### config.mk
export PLATFORM = sky130hd
export DESIGN_NAME = bitstream_decoder
export DESIGN_NICKNAME = d
export VERILOG_FILES = /design/src/rtl/bitstream_decoder.sv
export SDC_FILE = /design/constraint.sdc
export NUM_CORES = 1
export LEC_CHECK = 0
export ABC_AREA = 0
export ABC_CLOCK_PERIOD_IN_PS = 3550
export CORE_ASPECT_RATIO = 0.9
export CORE_MARGIN = 2
export CORE_UTILIZATION = 60
export CTS_BUF_LIST = sky130_fd_sc_hd__clkbuf_4
export CTS_CLUSTER_DIAMETER = 80
export CTS_CLUSTER_SIZE = 25
export DETAILED_ROUTE_END_ITERATION = 6
export GPL_TIMING_DRIVEN = 0
export PLACE_DENSITY_LB_ADDON = 0.2
export SYNTH_ARGS = -nofsm -noshare
export SYNTH_HDL_FRONTEND = slang
export SYNTH_SLANG_ARGS = --single-unit
### constraint.sdc
create_clock -name clk -period 3.55 [get_ports clk]
set_input_delay 0.5325 -clock clk [delete_from_list [all_inputs] [get_ports clk]]
set_output_delay 0.5325 -clock clk [all_outputs]
set_load 0.01 [all_outputs]
### src/rtl/bitstream_decoder.sv
// Stochastic bitstream decoder: counts ones over windows of 2^N enabled
// samples and presents each saturated N-bit count through a valid/ready
// handshake, with a sticky flag for results overwritten before consumption.
module bitstream_decoder #(
  parameter int unsigned N = 8
) (
  input  logic         clk,
  input  logic         rst,
  input  logic         en,
  input  logic         x,
  input  logic         clear,
  output logic [N-1:0] y,
  output logic         y_valid,
  input  logic         y_ready,
  output logic         overrun
);

  // The ones counter needs one extra bit so that an all-ones window (2^N) is representable.
  localparam int unsigned CW = N + 1;

  logic [N-1:0]  idx_q, idx_d;
  logic [CW-1:0] ones_q, ones_d;
  logic [N-1:0]  y_q, y_d;
  logic          y_valid_q, y_valid_d;
  logic          overrun_q, overrun_d;

  logic          last_c;
  logic          xfer_c;
  logic [CW-1:0] final_c;
  logic [N-1:0]  sat_c;

  // Window bookkeeping: final-sample detect, closing count and its saturation.
  always_comb begin
    last_c  = (idx_q == {N{1'b1}});
    xfer_c  = y_valid_q & y_ready;
    final_c = ones_q + CW'(x);
    sat_c   = final_c[N] ? {N{1'b1}} : final_c[N-1:0];
  end

  // Next state: clear dominates; otherwise handshake, then sampling/completion.
  always_comb begin
    idx_d     = idx_q;
    ones_d    = ones_q;
    y_d       = y_q;
    y_valid_d = y_valid_q;
    overrun_d = overrun_q;

    if (clear) begin
      idx_d     = '0;
      ones_d    = '0;
      y_d       = '0;
      y_valid_d = 1'b0;
      overrun_d = 1'b0;
    end else begin
      // A transfer retires the current result; a completion below may re-arm it.
      if (xfer_c) begin
        y_valid_d = 1'b0;
      end
      if (en) begin
        if (last_c) begin
          idx_d     = '0;
          ones_d    = '0;
          y_d       = sat_c;
          y_valid_d = 1'b1;
          // Overwriting a pending result that is not being accepted is an overrun.
          if (y_valid_q && !y_ready) begin
            overrun_d = 1'b1;
          end
        end else begin
          idx_d  = idx_q + N'(1);
          ones_d = final_c;
        end
      end
    end
  end

  // State registers with asynchronous active-high reset.
  always_ff @(posedge clk or posedge rst) begin
    if (rst) begin
      idx_q     <= '0;
      ones_q    <= '0;
      y_q       <= '0;
      y_valid_q <= 1'b0;
      overrun_q <= 1'b0;
    end else begin
      idx_q     <= idx_d;
      ones_q    <= ones_d;
      y_q       <= y_d;
      y_valid_q <= y_valid_d;
      overrun_q <= overrun_d;
    end
  end

  assign y       = y_q;
  assign y_valid = y_valid_q;
  assign overrun = overrun_q;

endmodule

Yosys cells after proc, flatten, opt, wreduce, memory -nomap -nowiden
Cells that the tools add are included.
{"block": "classes", "add_sub_neg": 2, "eq_ne": 1, "muxes": 18, "bitwise_logic": 1, "reduce_logical": 7}
{"op": "8-bit 2-to-1 mux", "n": 7}
{"op": "9-bit 2-to-1 mux", "n": 3}
{"op": "9-bit by 1-bit adder with 9-bit output", "n": 1}
{"op": "8-bit by 1-bit adder with 8-bit output (second input constant)", "n": 1}
{"op": "8-bit == test (second input constant)", "n": 1}
{"op": "1-bit 2-to-1 mux", "n": 8}
{"op": "2-bit nonzero test", "n": 3}
{"op": "3-bit AND reduction", "n": 1}
{"op": "2-bit AND reduction", "n": 1}
{"op": "1-bit bitwise AND", "n": 1}
{"op": "1-bit logical AND", "n": 1}
{"op": "1-bit zero test", "n": 1}
{"block": "totals", "register_bits": 27, "output_inout_bits": 10}

Depth between registers and ports, before layout
Gate-level depths: netlist of the first run.
{"block": "logic_depth", "ltp_word": 6, "ltp_mapped": 6}

Worst setup path before layout of the first run
Ideal clock, no wire load.
{"block": "synth_path", "path_type": "input -> register", "from": "in x", "to": "reg y_q[5] (netlist: y[5])", "setup_time_ps": 141, "arrival_ps": 1687, "slack_ps": 1722, "stages": 6, "cell_sequence": "ha_1 -> ha_1 -> and4_4 -> a41oi_4 -> nor3_4 -> a311oi_1"}
{"block": "synth_between", "elab_chain_len": 5}
{"item": "from (decl)", "line_no": "10", "source": "input logic x,"}
{"item": "9-bit by 1-bit adder with 9-bit output", "line_no": "36", "source": "final_c = ones_q + CW'(x);"}
{"item": "8-bit 2-to-1 mux", "line_no": "37", "source": "sat_c = final_c[N] ? {N{1'b1}} : final_c[N-1:0];"}
{"item": "8-bit 2-to-1 mux", "line_no": "60", "source": "if (last_c) begin"}
{"item": "8-bit 2-to-1 mux", "line_no": "59", "source": "if (en) begin"}
{"item": "8-bit 2-to-1 mux", "line_no": "48", "source": "if (clear) begin"}
{"item": "to (signal assigned)", "line_no": "88", "source": "y_q <= y_d;"}
{"item": "to (decl)", "line_no": "23", "source": "logic [N-1:0] y_q, y_d;"}
Every way passes these cells. The select of a mux whose other input is x is not followed.
A chain may end at the register's enable or synchronous reset.

Worst setup path in the final report of the first run
{"block": "layout_path", "from": "in x", "to": "reg y_q[4] (netlist: y[4])"}
Same word-level chain as after synthesis.

==> reports/summary.txt, run 1 <==
status - complete, no violations
drt initial violations - 17
Die ar. - 2716 um^2
DRC Markers - 0
Hold Buf Count CTS - 0
nature of the critical path startpoint - input port
crit share post-route - 61.43%
reg2reg setup slack - 1.67 ns
Final Slew Violations - 0
gr ovfl total - 0
Top-Level Pins - 16
Critical Path Fanout Max - 6
Synth top area share - 48.65%
clk sinks - 27
WP data required - 3.74 ns
Core Footprint - 2182 um^2
Tot GR Track Use - 22.72%
FF+latch count, synth - 27
Yosys warnings - 0
chip width - 54.72 um
top achievable clock speed - 458.5 MHz
clock skew - 0.001717 ns
register area share after synthesis - 48.65%
Leakage - 0.6456 nW
global-route wire length before repair - 4.505 mm
DPL Wire Length - 1.971 mm
Hold Crit Class - register to register
number of diodes - 0
largest net degree at the start of global routing - 28
wire per inst - 14.65 um
Final Critical Period - 2.181 ns
clock slew at reported path FFs - 0.13 ns
Yosys cell types - 38
worst skew pair latency - 0.32 ns
Reg2Reg Depth - 6
max cap viols - 0
top cells by count, synth - dfrtp_1 (27), nor2_1 (16), nand2_1 (12)
antenna viol nets, final - 0
hold path start - overrun$_DFFE_PP0P_
Starting Density - 63.65%
post-synthesis async set-or-reset flop share - 100.0%
layout cells sized above 1 - 10.90%
RSZ-0062 raised after global routing - no
leading area contributor after synthesis - dfrtp_1
final wirelength - 2.681 mm
Mapped Area - 1389 um^2
Routability Congestion - 0.8672
hold path endpoint - overrun$_DFFE_PP0P_
EDFF count, synth - 0
Vias/cell - 5.945
Nets - 166
Setup WS pre-CTS - 1.034 ns
CTS tree - done
WP data arrival - 2.38 ns
CTS H-tree depth - 1
vias - 1088
kind of critical path - input port to register
setup bufs post-CTS - 0
Rel. slew slack - 36.15%
Worst-Margin Slew - 0.9567 ns
PD cells - 303.2 nW/um^2
count of final setup violators - 0
count leader, synth - dfrtp_1
Layout Area Growth over Synthesis - 15.41%
CP Capture Type - register
vias in the first global route - 1025
row count - 16
Clock Tree Root - clkbuf_4
setup ws final - 1.369 ns
Fin. Hold Viols - 0
Gate Count Post-Synth - 137
post-cts resize count - 0
cts bufs inserted - 3
hold path depth - 2
Reg2Reg Capture Point - y[4]$_DFFE_PP0P_
antenna violations before repair - 0
Die H - 49.65 um
Synth area leaders - dfrtp_1 (49%), xor2_1 (4.4%), nor2_1 (4.3%), o21ai_0 (3.2%), nand2_1 (3.2%)
router iterations before antenna repair - 6
Post-Syn Area per Cell - 10.14 um^2
syn nets - 146
IO Port Bufs - 15
Worst VDD drop - 0.2128 mV
Main synth FF type - dfrtp_1
Setup TNS Final - 0 ns
Bufs on Longest Clock Path - 2
R2R Path Start - ones_q[0]$_DFFE_PP0P_
==> through the flow <==
| stage | hold WS [ns] | power, mW | instances | area, um^2 | utilization [%] |
|---|---|---|---|---|---|
| 2_1_floorplan | 0.4774 | 0.3437 | 137 | 1389 | - |
| 3_3_place_gp | 0.4767 | 0.3557 | 179 | 1573 | 72.08 |
| 3_5_place_dp | 0.4989 | 0.3576 | 179 | 1573 | 72.08 |
| 4_1_cts | 0.5297 | 0.4911 | 183 | 1603 | 73.45 |
| 5_1_grt | 0.5704 | 0.5085 | 183 | 1603 | 73.45 |
| 6_report | 0.5292 | 0.4859 | 183 | 1603 | 73.45 |
==> routing by layer <==
metal	GRT usage (%)	vias to the layer above	wire, um
met2	34.13	29	1208
met5	0	-	0
met3	4.242	6	121
met4	7.083	0	36
li1	-	532	-
met1	32.93	521	1315
==> registers in the layout, summed over array words and instances, names as in the netlist <==
| name | count |
|---|---|
| idx_q | 8 |
| y_valid | 1 |
| overrun | 1 |
| ones_q | 9 |
| y | 8 |
==> power breakdown <==
group	total (mW)	switching, mW	internal, mW
logic	0.0363	0.0222	0.0141
clock network	0.135	0.0830	0.0516
registers	0.315	0.00342	0.312
total	0.486	0.109	0.377
==> worst max-delay path: stages <==
cell and delay [ns]:
clkdlybuf4s50_1 0.47, ha_1 0.19, ha_1 0.27, and4_4 0.28, a41oi_4 0.16, nor3_4 0.34, a211oi_1 0.14
==> how the worst max path moves through the flow <==
stage	from	to	slack (ns)
finish	x	y[4]$_DFFE_PP0P_	1.37
CTS	x	y[4]$_DFFE_PP0P_	1.38
global route	x	y[2]$_DFFE_PP0P_	1.28
floorplan	x	y[5]$_DFFE_PP0P_	1.72
global placement	x	y[5]$_DFFE_PP0P_	1.09
detailed placement	x	y[4]$_DFFE_PP0P_	1.03
==> kinds of logic after synthesis <==
| group | synth area share [%] |
|---|---|
| AND/OR/NAND/NOR | 22.61 |
| AO/OA/AOI/OAI | 15.95 |
| flip-flops | 48.65 |
| XOR/XNOR | 5.676 |
| buffers and inverters | 3.694 |
| adder cells (fa/ha/maj) | 2.703 |
| multiplexers | 0.7207 |
==> final cells by class <==
class / count / area (um^2)
sequential: 27 / 675.6
multi-input combinational: 101 / 661.9
fill: 172 / 579.3
timing repair buffer: 15 / 150.1
buffer: 6 / 40.04
tap: 27 / 33.78
clock buffer: 4 / 30.03
inverter: 3 / 11.26
==> cells in the final DEF, fill, tap and decap left out, types with 3 or more instances in the layout <==
master	Yosys	routed
nand4_1	3	3
dfrtp_1	27	27
nand3_1	6	6
a21oi_1	5	5
o21ai_0	9	9
clkbuf_4	0	4
ha_1	3	3
xor2_1	7	7
a31oi_1	3	3
nor2_1	16	16
nand2_1	12	12
a211oi_1	5	5
inv_1	3	3
nor3_1	4	4
or3_1	3	3
clkdlybuf4s50_1	0	15
No activity file was read; power rests on OpenSTA's default activity.
==> run 2: changes to the inputs <==
Settings changed: ABC_CLOCK_PERIOD_IN_PS 3550 to 2000, CORE_UTILIZATION 60 to 52.
Clock period 3.55 ns to 2 ns, I/O delays scaled along.
==> run 2 against run 1 <==
Against the previous run:
- hold slack worse by 0.045 ns
- count of clock-buffer cells in the layout fell by 1
- non-clock buffer count stayed put
- first-iteration DRC count grew 100%
- sequential power up 77%
- sequential cell count unchanged
- register-to-register slack worse by 1.5 ns
- global-route usage is 1.8 points lower
- critical endpoint is now y[3]$_DFFE_PP0P_
==> reports/summary.txt, run 2 (synthesis gave the netlist of run 1 again) <==
largest net degree at the start of global routing - 28 (unchanged)
Hold Buf Count CTS - 0 (unchanged)
WP data arrival - 2.12 ns (-0.26 ns)
Critical Path Fanout Max - 6 (unchanged)
DRC Markers - 0 (unchanged)
nature of the critical path startpoint - input port
clk sinks - 27 (unchanged)
CP Cell Sequence - clkdlybuf4s50_1 > ha_1 > ha_1 > and4_4 > nor3b_4 > nor3_4 > a211oi_1
Rel. slew slack - 33.23% (-2.9 points)
Tot GR Track Use - 20.96% (-1.8 points)
RSZ-0062 raised after global routing - no
CP dominant cell by count - ha_1
CTS H-tree depth - 1 (unchanged)
Psw - 0.2028 mW (+87%)
Design Power - 0.8565 mW (+76%)
row count - 17 (+1)
antenna violations before repair - 0 (unchanged)
PD cells - 534.8 nW/um^2 (+76%)
gr ovfl total - 0 (unchanged)
CP Capture Type - register
Starting Density - 55.81% (-7.8 points)
Switching Fraction - 23.68% (+1.3 points)
most frequent cells in the layout - dfrtp_1 (27), nor2_1 (16), clkdlybuf4s50_1 (15)
Top-Level Pins - 16 (unchanged)
CTS tree - done
Setup TNS Final - 0 ns (unchanged)
Die H - 53.03 um (+6.8%)
Reg power frac - 65.2% (+0.4 points)
Die ar. - 3101 um^2 (+14%)
WHS - 0.4844 ns (-0.04476 ns)
antenna viol nets, final - 0 (unchanged)
kind of critical path - input port to register
IO Port Bufs - 15 (unchanged)
layout cells sized above 1 - 10.90% (unchanged)
combinational fraction of design power - 7.8% (+0.3 points)
chip width - 58.48 um (+6.9%)
global-route wire length before repair - 4.740 mm (+5.2%)
Util after Layout - 64.35% (-9.1 points)
max reg flops - 9 (unchanged)
wire per inst - 14.88 um (+1.5%)
clock skew - 0.01058 ns (+0.008860 ns)
Critical Path Slowest Stage Cell - clkdlybuf4s50_1
Vias/cell - 5.913 (-0.54%)
Worst VDD drop - 0.5881 mV (+180%)
Clock Tree Root - clkbuf_4
Final Critical Period - 1.879 ns
Layout Area Growth over Synthesis - 15.32% (about the same)
Routability Congestion - 0.8366 (-3.5%)
Clk pwr share - 27.0% (-0.7 points)
DPL Wire Length - 2.039 mm (+3.5%)
Fin. Hold Viols - 0 (unchanged)
count of final setup violators - 0 (unchanged)
number of diodes - 0 (unchanged)
P_int - 0.6537 mW (+73%)
commonest non-fill, non-tap cell in the layout - dfrtp_1
cts bufs inserted - 3 (unchanged)
Crit path max-delay family - simple AND/OR/NAND/NOR gates
Nets - 166 (unchanged)
top achievable clock speed - 532.3 MHz
Hold Crit Class - input port to asynchronous set/reset pin
vias in the first global route - 1027 (+0.20%)
status - complete, no violations
drt initial violations - 34 (+17)
setup bufs post-CTS - 0 (unchanged)
final wirelength - 2.737 mm (+2.1%)
Most flops, register - ones_q
Leakage - 0.6450 nW (-0.11%)
worst skew pair latency - 0.33 ns (about the same)
Largest stage delay, worst path - 0.46 ns (about the same)
Worst-Margin Slew - 1.000 ns (+0.04364 ns)
Core Footprint - 2489 um^2 (+14%)
WP data required - 2.24 ns (-1.50 ns)
post-cts resize count - 0 (unchanged)
Final Slew Violations - 0 (unchanged)
vias - 1088 (unchanged)
Buf/Inv on CP - 1 (unchanged)
Bufs on Longest Clock Path - 2 (unchanged)
max cap viols - 0 (unchanged)
clock slew at reported path FFs - 0.14 ns (about the same)
router iterations before antenna repair - 4 (-2)
crit share post-route - 93.94%
run 2: final timing paths:
path / slack (ns) / cells after the start / end / start
worst min-delay path: 0.48 / 2 / idx_q[4]$_DFFE_PP0P_ / rst
min in group clk: 0.53 / 2 / overrun$_DFFE_PP0P_ / overrun$_DFFE_PP0P_
worst max-delay path: 0.12 / 7 / y[3]$_DFFE_PP0P_ / x
worst min register to register: 0.53 / 2 / overrun$_DFFE_PP0P_ / overrun$_DFFE_PP0P_
worst max register to register: 0.18 / 6 / y[3]$_DFFE_PP0P_ / ones_q[0]$_DFFE_PP0P_
max in group asynchronous: 0.90 / 2 / ones_q[8]$_DFFE_PP0P_ / rst
run 2: area by class of cell:
| type | instances | area (um^2) |
|---|---|---|
| well taps | 28 | 35.03 |
| flip-flops and latches | 27 | 675.6 |
| repair buffers | 15 | 150.1 |
| inverters | 3 | 11.26 |
| clock buffers | 3 | 22.52 |
| plain buffers | 6 | 40.04 |
| fillers | 208 | 887.1 |
| multi-input cells | 101 | 661.9 |
| clock inverters | 1 | 5.005 |
run 2: power by group through the flow:
stage | clock [mW] | combinational (mW) | sequential (mW)
after floorplan | 0 | 0.0426 | 0.568
after global placement | 0 | 0.0661 | 0.568
after detailed placement | 0 | 0.0667 | 0.569
after CTS | 0.239 | 0.0676 | 0.559
after global routing | 0.261 | 0.0751 | 0.560
final | 0.231 | 0.0664 | 0.559
run 2: layer usage:
metal  global-route usage (%)  share of wire (%)  wire length [um]  up-vias
met1                    28.33                 48              1316      529
met4                    5.814               0.95                26        0
li1                         -                  -                 -      532
met3                    6.846                5.8               159        2
met5                        0                  0                 0        -
met2                    32.21                 45              1234       25
run 2: stage by stage:
| stage | instance area, um^2 | worst slack [ns] | instances |
|---|---|---|---|
| global route | 1602 | 0.04382 | 184 |
| floorplan | 1389 | 0.3556 | 137 |
| CTS | 1602 | 0.1212 | 184 |
| detailed placement | 1574 | -0.2226 | 180 |
| global placement | 1574 | -0.1973 | 180 |
| finish | 1602 | 0.1212 | 184 |
